**src/rtl/packet_fifo.sv**
```systemverilog
// Store-and-forward packet FIFO: packets become readable only once every flit has arrived in order.
// Optional statistics outputs (drop_cnt, pkt_cnt) are enabled by defining PKT_FIFO_STATS_EN.
module packet_fifo #(
    parameter int DATA_W = 32,
    parameter int DEPTH  = 8,
    parameter int FIDX_W = 3
) (
    input  logic                       clk,
    input  logic                       rst_n,
    input  logic                       wr_valid,
    input  logic [DATA_W-1:0]          wr_data,
    output logic                       wr_ready,
    output logic                       wr_ack,
    output logic                       wr_err,
    output logic [$clog2(DEPTH+1)-1:0] capacity,
    output logic                       rd_valid,
    output logic [DATA_W-1:0]          rd_data,
    input  logic                       rd_ready,
    output logic [$clog2(DEPTH+1)-1:0] pkt_count
`ifdef PKT_FIFO_STATS_EN
    ,
    output logic [15:0]                drop_cnt,
    output logic [15:0]                pkt_cnt
`endif
);

    localparam int CNT_W = $clog2(DEPTH + 1);
    localparam int PTR_W = $clog2(DEPTH);
    localparam int LEN_W = FIDX_W + 1;

    typedef enum logic {IDLE, RECV} state_t;

    logic [DATA_W-1:0] mem_q [DEPTH];

    state_t            state_q, state_d;
    logic [PTR_W-1:0]  wr_ptr_q, wr_ptr_d;
    logic [PTR_W-1:0]  commit_ptr_q, commit_ptr_d;
    logic [PTR_W-1:0]  rd_ptr_q, rd_ptr_d;
    logic [CNT_W-1:0]  stored_q, stored_d;
    logic [CNT_W-1:0]  reserved_q, reserved_d;
    logic [CNT_W-1:0]  pkt_count_q, pkt_count_d;
    logic [FIDX_W-1:0] expect_q, expect_d;
    logic [LEN_W-1:0]  len_q, len_d;
    logic [LEN_W-1:0]  rd_remain_q, rd_remain_d;
    logic              wr_ack_q, wr_ack_d;
    logic              wr_err_q, wr_err_d;

    logic              we;
    logic              commit;
    logic [CNT_W-1:0]  commit_len;
    logic              pop;
    logic              rd_last;

    logic [FIDX_W-1:0] wr_idx;
    logic [LEN_W-1:0]  hdr_len;
    logic [LEN_W-1:0]  rd_hdr_len;

    function automatic logic [PTR_W-1:0] ptr_inc(input logic [PTR_W-1:0] p);
        return (p == PTR_W'(DEPTH - 1)) ? '0 : p + PTR_W'(1);
    endfunction

    assign wr_idx     = wr_data[FIDX_W-1:0];
    assign hdr_len    = LEN_W'(wr_data[2*FIDX_W-1:FIDX_W]) + LEN_W'(1);
    assign rd_hdr_len = LEN_W'(rd_data[2*FIDX_W-1:FIDX_W]) + LEN_W'(1);

    // Slots of the packet still being received are held in reserved_q, not stored_q.
    assign capacity  = CNT_W'(DEPTH) - stored_q - reserved_q;
    assign rd_valid  = (commit_ptr_q != rd_ptr_q) || (stored_q != '0);
    assign rd_data   = mem_q[rd_ptr_q];
    assign pop       = rd_valid && rd_ready;
    assign pkt_count = pkt_count_q;
    assign wr_ack    = wr_ack_q;
    assign wr_err    = wr_err_q;

    // NOTE: every signal gets a default before the case so no latch can be inferred.
    always_comb begin
        state_d      = state_q;
        wr_ptr_d     = wr_ptr_q;
        commit_ptr_d = commit_ptr_q;
        reserved_d   = reserved_q;
        expect_d     = expect_q;
        len_d        = len_q;
        wr_ack_d     = 1'b0;
        wr_err_d     = 1'b0;
        wr_ready     = 1'b0;
        we           = 1'b0;
        commit       = 1'b0;
        commit_len   = CNT_W'(len_q);

        case (state_q)
            IDLE: begin
                if (wr_idx != '0 || 32'(hdr_len) > DEPTH) begin
                    wr_ready = 1'b1;
                    wr_err_d = wr_valid;
                end else begin
                    wr_ready = 32'(capacity) >= 32'(hdr_len);
                    if (wr_valid && wr_ready) begin
                        we       = 1'b1;
                        wr_ptr_d = ptr_inc(wr_ptr_q);
                        if (hdr_len == LEN_W'(1)) begin
                            commit       = 1'b1;
                            commit_len   = CNT_W'(1);
                            commit_ptr_d = ptr_inc(wr_ptr_q);
                            wr_ack_d     = 1'b1;
                        end else begin
                            reserved_d = CNT_W'(hdr_len);
                            len_d      = hdr_len;
                            expect_d   = FIDX_W'(1);
                            state_d    = RECV;
                        end
                    end
                end
            end
            RECV: begin
                wr_ready = 1'b1;
                if (wr_valid) begin
                    if (wr_idx == expect_q) begin
                        we       = 1'b1;
                        wr_ptr_d = ptr_inc(wr_ptr_q);
                        expect_d = expect_q + FIDX_W'(1);
                        if (LEN_W'(wr_idx) == len_q - LEN_W'(1)) begin
                            commit       = 1'b1;
                            commit_ptr_d = ptr_inc(wr_ptr_q);
                            reserved_d   = '0;
                            wr_ack_d     = 1'b1;
                            state_d      = IDLE;
                        end
                    end else begin
                        // Roll back the partial packet; it never became visible to the reader.
                        wr_ptr_d   = commit_ptr_q;
                        reserved_d = '0;
                        wr_err_d   = 1'b1;
                        state_d    = IDLE;
                    end
                end
            end
            default: state_d = IDLE;
        endcase
    end

    always_comb begin
        rd_ptr_d    = rd_ptr_q;
        rd_remain_d = rd_remain_q;
        rd_last     = 1'b0;
        if (pop) begin
            rd_ptr_d = ptr_inc(rd_ptr_q);
            if (rd_remain_q == '0) begin
                if (rd_hdr_len == LEN_W'(1)) rd_last = 1'b1;
                else                         rd_remain_d = rd_hdr_len - LEN_W'(1);
            end else begin
                rd_remain_d = rd_remain_q - LEN_W'(1);
                rd_last     = (rd_remain_q == LEN_W'(1));
            end
        end
        stored_d    = stored_q + (commit ? commit_len : '0) - CNT_W'(pop);
        pkt_count_d = pkt_count_q + CNT_W'(commit) - CNT_W'(rd_last);
    end

    // NOTE: sequential state uses non-blocking assignments so all registers update together.
    always_ff @(posedge clk) begin
        if (!rst_n) begin
            state_q      <= IDLE;
            wr_ptr_q     <= '0;
            commit_ptr_q <= '0;
            rd_ptr_q     <= '0;
            stored_q     <= '0;
            reserved_q   <= '0;
            pkt_count_q  <= '0;
            expect_q     <= '0;
            len_q        <= '0;
            rd_remain_q  <= '0;
            wr_ack_q     <= 1'b0;
            wr_err_q     <= 1'b0;
        end else begin
            state_q      <= state_d;
            wr_ptr_q     <= wr_ptr_d;
            commit_ptr_q <= commit_ptr_d;
            rd_ptr_q     <= rd_ptr_d;
            stored_q     <= stored_d;
            reserved_q   <= reserved_d;
            pkt_count_q  <= pkt_count_d;
            expect_q     <= expect_d;
            len_q        <= len_d;
            rd_remain_q  <= rd_remain_d;
            wr_ack_q     <= wr_ack_d;
            wr_err_q     <= wr_err_d;
        end
    end

    // NOTE: the flit RAM is not reset; pointers and counts alone define which slots are valid.
    always_ff @(posedge clk) begin
        if (we) mem_q[wr_ptr_q] <= wr_data;
    end

`ifdef PKT_FIFO_STATS_EN
    logic [15:0] drop_cnt_q;
    logic [15:0] pkt_cnt_q;

    always_ff @(posedge clk) begin
        if (!rst_n) begin
            drop_cnt_q <= '0;
            pkt_cnt_q  <= '0;
        end else begin
            if (wr_err_d && drop_cnt_q != 16'hFFFF) drop_cnt_q <= drop_cnt_q + 16'd1;
            if (wr_ack_d && pkt_cnt_q != 16'hFFFF)  pkt_cnt_q  <= pkt_cnt_q + 16'd1;
        end
    end

    assign drop_cnt = drop_cnt_q;
    assign pkt_cnt  = pkt_cnt_q;
`else
    // Statistics counters are compiled out in this build.
`endif

endmodule

```
**config.mk**
```make
export PLATFORM = sky130hd
export DESIGN_NAME = packet_fifo
export DESIGN_NICKNAME = d
export VERILOG_FILES = /design/src/rtl/packet_fifo.sv
export SDC_FILE = /design/constraint.sdc
export NUM_CORES = 1
export LEC_CHECK = 0
export CORE_MARGIN = 2
export CORE_UTILIZATION = 44
export DETAILED_ROUTE_END_ITERATION = 10
export MAX_ROUTING_LAYER = met4
export SLEW_MARGIN = 0
export SYNTH_ARGS = -nofsm -noshare
export SYNTH_HDL_FRONTEND = slang
export SYNTH_SLANG_ARGS = --single-unit
```
**constraint.sdc**
```tcl
create_clock -name clk -period 7.1 [get_ports clk]
set_input_delay 2.13 -clock clk [delete_from_list [all_inputs] [get_ports clk]]
set_output_delay 2.13 -clock clk [all_outputs]
set_load 0.005 [all_outputs]
```
==> impl_metrics.py, run 1 <==
metrics = {
    "run_status": {
        "outcome": "finished clean",
    },
    "placed_design": {
        "place.gp.congestion": 0.780,
        "dp_slack_ns": 0.372,
        "post-dp-hpwl_mm": 14.4,
        "io_buffers": 79,
    },
    "sta": {
        "slew_viol_final": 0,
        "rsz0062_at_grt": "false",
        "slew_headroom_pct": 21.1,
        "holdWs_ns": 0.489,
        "clock_skew_ns": 0.0141,
        "setup_viol": 0,
        "worst_pin_slew_ns": 1.18,
        "finalCriticalPeriod_ns": 6.74,
        "tns_ns": 0,
        "post-route-period-util_pct": 95.0,
        "max_freq_mhz": 148,
        "setup_ws_ns": 0.358,
        "finalHoldViolCount": 0,
    },
    "logic_synthesis": {
        "syn_nets": 733,
        "async_flop_share_pct": 0,
        "synth.largest_area_cell": "edfxtp_1",
        "synth_edf_count": 256,
        "yosysWarnings": 0,
        "synthXorXnorAreaFrac_pct": 1.74,
        "synthSimpleGateAreaFrac_pct": 4.10,
        "ys.flop_type": "edfxtp_1",
        "yosysUniqueCellTypes": 51,
        "ys_seq_area_share_pct": 69.9,
        "avgSynthCellArea_sq_um": 18.2,
        "syn_area_sq_um": 12100,
        "synth_top_family_by_area": "multiplexers",
        "synthCells": 663,
        "yosys.area.top_type_share_pct": 63.6,
        "ys_seq_elements": 294,
        "synth_compound_area_share_pct": 2.67,
        "synth.area.mux_share_pct": 16.0,
        "synth_area_leaders": "edfxtp_1 64%, mux4_2 12%, dfxtp_1 6.3%",
        "synthAdderAreaFrac_pct": 3.71,
    },
    "clocking": {
        "ctsResizeCount": 0,
        "tritoncts": "yes",
        "htreeDepth": 1,
        "hold_buffers": 0,
        "cts.clk_slew.worst_paths_ns": 0.06,
        "clock_latency_ns": 0.56,
        "cts-buffers-inserted": 30,
        "cts.sinks": 294,
        "clock_path_buffers": 3,
        "post_cts_buffers": 0,
        "clockRootBuffer": "clkbuf_16",
    },
    "pwr": {
        "ir_drop_mv": 0.206,
        "leakagePower_nw": 4.74,
        "p_per_area_nw_per_um2": 323,
        "power_w": 0.00464,
    },
    "floorplanning": {
        "start_util_pct": 44.8,
        "core_sq_um": 27000,
        "die_x_um": 170,
        "core.rowCount": 60,
        "die_area_sq_um": 28800,
        "boundaryPins": 80,
        "die_height_um": 170,
    },
    "setup_path": {
        "arrival_ns": 4.61,
        "critPathMaxFanout": 10,
        "cp-start-kind": "input pin",
        "setup.worst_path.class": "input pin to output pin",
        "worstPathRequired_ns": 4.97,
        "end_kind": "output pin",
    },
    "routing": {
        "firstDrtPassIters": 5,
        "routed_wl_mm": 24.0,
        "dr.first_iter.drc_count": 485,
        "vias": 6212,
        "ant_nets": 0,
        "route.detailed.drc": 0,
        "wl_per_cell_um": 21.2,
        "post_drt_via_cell_ratio": 5.49,
    },
    "global_routing": {
        "grtUsageTotal_pct": 17.6,
        "grt_pass1_wl_mm": 37.4,
        "grt_max_degree": 46,
        "grt.overflow.total": 0,
        "grt_pass1_vias": 6500,
        "antenna_found_initial": 1,
    },
    "final_layout": {
        "drive_gt1_share_pct": 22.9,
        "fin_nets": 837,
        "final_util_pct": 53.4,
        "syn2layout_area_growth_pct": 19.1,
    },
    "hold_path": {
        "holdCritPathClass": "flip-flop to flip-flop",
    },
    "job": {
        "max-cap-violations": 0,
    },
}
==> report_power, final <==
part	switching, W	internal (W)
combinational	0.000466	0.000614
clock	0.000638	0.000881
sequential	0.000106	0.00194
==> layer usage <==
layer / global-route usage (%) / vias up / routed length [um]
met5: - / - / 0
li1: - / 2833 / -
met2: 29.2 / 147 / 12100
met1: 23.0 / 3199 / 10500
met4: 3.68 / 0 / 318
met3: 3.01 / 33 / 1090
==> cell families after synthesis <==
logic type                 Yosys count
AOI/OAI and AO/OA                   47
adders and majority gates           34
DFF                                294
xor gates and xnor gates            24
muxes                              108
and+or+nand+nor                    100
buffers and inverters               56
==> registers in the layout, summed over array words and instances, names as in the netlist, named ones only <==
signal	flops
expect_q	3
len_q	4
rd_ptr_q	3
state_q	1
stored_q	4
mem_q	256
wr_ack	1
wr_ptr_q	3
rd_remain_q	4
pkt_count	4
reserved_q	4
wr_err	1
commit_ptr_q	3
==> critical path, cell delays in order <==
cell and delay, ns:
clkdlybuf4s50_1 0.70, nand3_1 0.28, ha_1 0.29, a2111oi_2 0.56
o21bai_1 0.18, clkdlybuf4s50_1 0.47
==> stage by stage <==
stage | area, sq um | std cells
3_5_place_dp | 13400 | 1076
3_3_place_gp | 13400 | 1076
2_1_floorplan | 12100 | 663
5_1_grt | 14400 | 1132
6_report | 14400 | 1132
4_1_cts | 14400 | 1131
==> cells in the mapped netlist, types with 9 or more instances <==
library cell / number
a21oi_1: 12
clkbuf_1: 17
dfxtp_1: 38
edfxtp_1: 256
ha_1: 31
inv_1: 31
mux2_2: 32
mux2i_1: 9
mux4_2: 64
nand2_1: 26
nor2_1: 30
nor3_1: 10
xnor2_1: 13
xor2_1: 11
==> worst paths after layout <==
kind,startpoint,endpoint,slack (ns),cells after the start
hold / removal,reserved_q[2]$_SDFFE_PN0P_,reserved_q[2]$_SDFFE_PN0P_,0.49,1
setup reg to reg,stored_q[1]$_SDFF_PN0_,mem_q[1][8]$_DFFE_PP_,2.39,13
setup / recovery,wr_data[5],wr_ready,0.36,6
hold reg to reg,reserved_q[2]$_SDFFE_PN0P_,reserved_q[2]$_SDFFE_PN0P_,0.49,1
==> cells in the final DEF (no fill, tap or decap), types with 4 or more instances in the layout <==
cell type / n
dfxtp_1: 35
o21ai_0: 5
clkinv_2: 7
mux2i_1: 9
nor2_1: 24
o211ai_1: 6
nor3_1: 8
nand2b_1: 4
xnor2_1: 13
edfxtp_1: 256
nor2_4: 7
nand2_1: 26
clkdlybuf4s50_1: 79
nor4_1: 5
mux4_2: 64
and2_1: 4
a21oi_1: 12
ha_1: 31
mux2_2: 32
clkinv_1: 4
nand3_1: 4
inv_1: 31
clkbuf_16: 30
clkbuf_1: 5
xor2_1: 11
buf_4: 14
==> layout make-up <==
class | instances | area, sq um
multi-input cells | 313 | 3470
inverters | 32 | 120
fillers | 2102 | 12600
repair buffers | 96 | 956
diodes | 1 | 2.50
well taps | 341 | 427
clock buffers | 38 | 811
clock inverters | 17 | 156
flip-flops and latches | 294 | 8450
(Power assumes the default switching activity.)
==> inputs of run 2 (changes only) <==
Settings changed: CTS_CLUSTER_DIAMETER set to 100.
==> results of run 2 <==
Same layout as run 1: the final DEF is identical, and so are final timing and power.
==> inputs of run 3 (changes only) <==
Clock period 7.1 ns to 6.2 ns, I/O delays scaled along.
==> run 3 against run 2 <==
Net effect: hold slack lost 0.0047 ns; utilization is 0.37 points higher; first-iteration DRC count is 10% lower; global-route usage about the same; setup slack lost 0.15 ns; wire length down 0.17%; critical path depth rose by 2; cell count grew 0.53%; via count about the same.
==> impl_metrics.py, run 3 (synthesis results as in run 1) <==
metrics = {
    "setup_path": {
        "arrival_ns": 4.13,
        "worstPathRequired_ns": 4.34,
        "regToRegSetupSlack_ns": 2.01,
        "critPathMaxFanout": 3,
        "r2r_end": "pkt_count[2]$_SDFF_PN0_",
        "setup.worst_path.class": "input pin to output pin",
        "cp-start-kind": "input pin",
        "cp-endpoint": "wr_ready",
        "end_kind": "output pin",
        "crit_start": "wr_data[3]",
        "worstRegToRegCells": 14,
    },
    "job": {
        "max-cap-violations": 0,
    },
    "final_layout": {
        "num_antenna_cells": 0,
        "fin_nets": 844,
        "layout_common_cells": "256 x edfxtp_1, 79 x clkdlybuf4s50_1, 64 x mux4_2, 35 x dfxtp_1, 32 x mux2_2",
        "final_common_cell": "edfxtp_1",
        "syn2layout_area_growth_pct": 19.9,
        "stdcell_count": 1138,
        "top_register": "mem_q",
        "largest_register_ffs": 256,
        "final_util_pct": 53.8,
        "drive_gt1_share_pct": 23.1,
    },
    "sta": {
        "clock_skew_ns": 0.00767,
        "post-route-period-util_pct": 96.6,
        "setup_viol": 0,
        "worst_pin_slew_ns": 0.916,
        "max_freq_mhz": 167,
        "slew_viol_final": 0,
        "tns_ns": 0,
        "rsz0062_at_grt": "false",
        "finalCriticalPeriod_ns": 5.99,
        "slew_headroom_pct": 38.7,
        "holdWs_ns": 0.484,
        "finalHoldViolCount": 0,
        "setup_ws_ns": 0.212,
    },
    "routing": {
        "dr.first_iter.drc_count": 436,
        "route.detailed.drc": 0,
        "firstDrtPassIters": 5,
        "post_drt_via_cell_ratio": 5.46,
        "ant_nets": 0,
        "vias": 6210,
        "wl_per_cell_um": 21.0,
        "routed_wl_mm": 23.9,
    },
    "floorplanning": {
        "boundaryPins": 80,
        "die_x_um": 170,
        "core_sq_um": 27000,
        "start_util_pct": 44.8,
        "die_height_um": 170,
        "die_area_sq_um": 28800,
        "core.rowCount": 60,
    },
    "run_status": {
        "outcome": "finished clean",
    },
    "clocking": {
        "cts.sinks": 294,
        "cts-buffers-inserted": 29,
        "clockRootBuffer": "clkbuf_16",
        "clock_latency_ns": 0.54,
        "clock_path_buffers": 3,
        "htreeDepth": 1,
        "cts.clk_slew.worst_paths_ns": 0.06,
        "hold_buffers": 0,
        "tritoncts": "yes",
        "ctsResizeCount": 0,
        "post_cts_buffers": 0,
    },
    "pwr": {
        "p_per_area_nw_per_um2": 372,
        "leakagePower_nw": 4.80,
        "ir_drop_mv": 0.258,
    },
    "placed_design": {
        "io_buffers": 79,
        "place_inst": 1084,
        "dp_slack_ns": 0.267,
        "post-dp-hpwl_mm": 14.7,
        "place.gp.congestion": 0.856,
    },
    "hold_path": {
        "holdCritPathClass": "flip-flop to flip-flop",
        "min-delay-start": "reserved_q[1]$_SDFFE_PN0P_",
    },
    "global_routing": {
        "antenna_found_initial": 0,
        "grt.overflow.total": 0,
        "grt_pass1_vias": 6690,
        "grtUsageTotal_pct": 17.6,
        "grt_pass1_wl_mm": 37.5,
        "grt_max_degree": 39,
    },
}
==> run 3: cell count changes in the layout (fill, tap and decap cells not counted), sizes merged <==
cell / before / now
buf: 17 / 25
clkinv: 15 / 12
inv: 31 / 32
bufinv: 2 / 4
clkinvlp: 1 / 0
diode: 1 / 0
==> run 3: worst max-delay path: stages <==
cell and delay (ns):
clkdlybuf4s50_1 0.51, inv_1 0.08, ha_1 0.33, inv_1 0.07
ha_1 0.31, a2111oi_2 0.38, o21bai_1 0.13, clkdlybuf4s50_1 0.46
==> run 3: layout make-up <==
cell class	instances	area, sq um
inverters	32	120
well taps	341	427
repair buffers	104	1030
flip-flops and latches	294	8450
clock buffers	38	822
multi-input cells	313	3470
fillers	2093	12500
clock inverters	16	175
==> run 3: how the worst min path moves through the flow <==
| stage | endpoint | slack, ns | cells past startpoint |
|---|---|---|---|
| 6_report | reserved_q[1]$_SDFFE_PN0P_ | 0.48 | 2 |
| 3_5_place_dp | reserved_q[2]$_SDFFE_PN0P_ | 0.47 | 1 |
| 5_1_grt | reserved_q[2]$_SDFFE_PN0P_ | 0.51 | 1 |
| 3_3_place_gp | reserved_q[1]$_SDFFE_PN0P_ | 0.46 | 2 |
| 4_1_cts | reserved_q[2]$_SDFFE_PN0P_ | 0.49 | 1 |
| 2_1_floorplan | reserved_q[1]$_SDFFE_PN0P_ | 0.44 | 2 |
==> run 3: per-layer routing <==
metal	up-vias	part of all wire (%)	GRT usage, %
met5	-	0	-
met4	0	1.9	4.35
met3	38	4.3	2.43
met2	126	51	30.5
met1	3199	43	22.1
li1	2847	-	-
==> run 3: power breakdown <==
part | switching [W] | internal [W]
logic | 0.000569 | 0.000715
clock network | 0.000705 | 0.00109
registers | 0.0000865 | 0.00222
total | 0.00136 | 0.00403
==> run 3: per-stage QoR <==
stage	total power (W)	instance area, sq um
detailed placement	0.00364	13500
global placement	0.00360	13500
finish	0.00539	14500
floorplan	0.00316	12100
global route	0.00565	14500
CTS	0.00546	14500
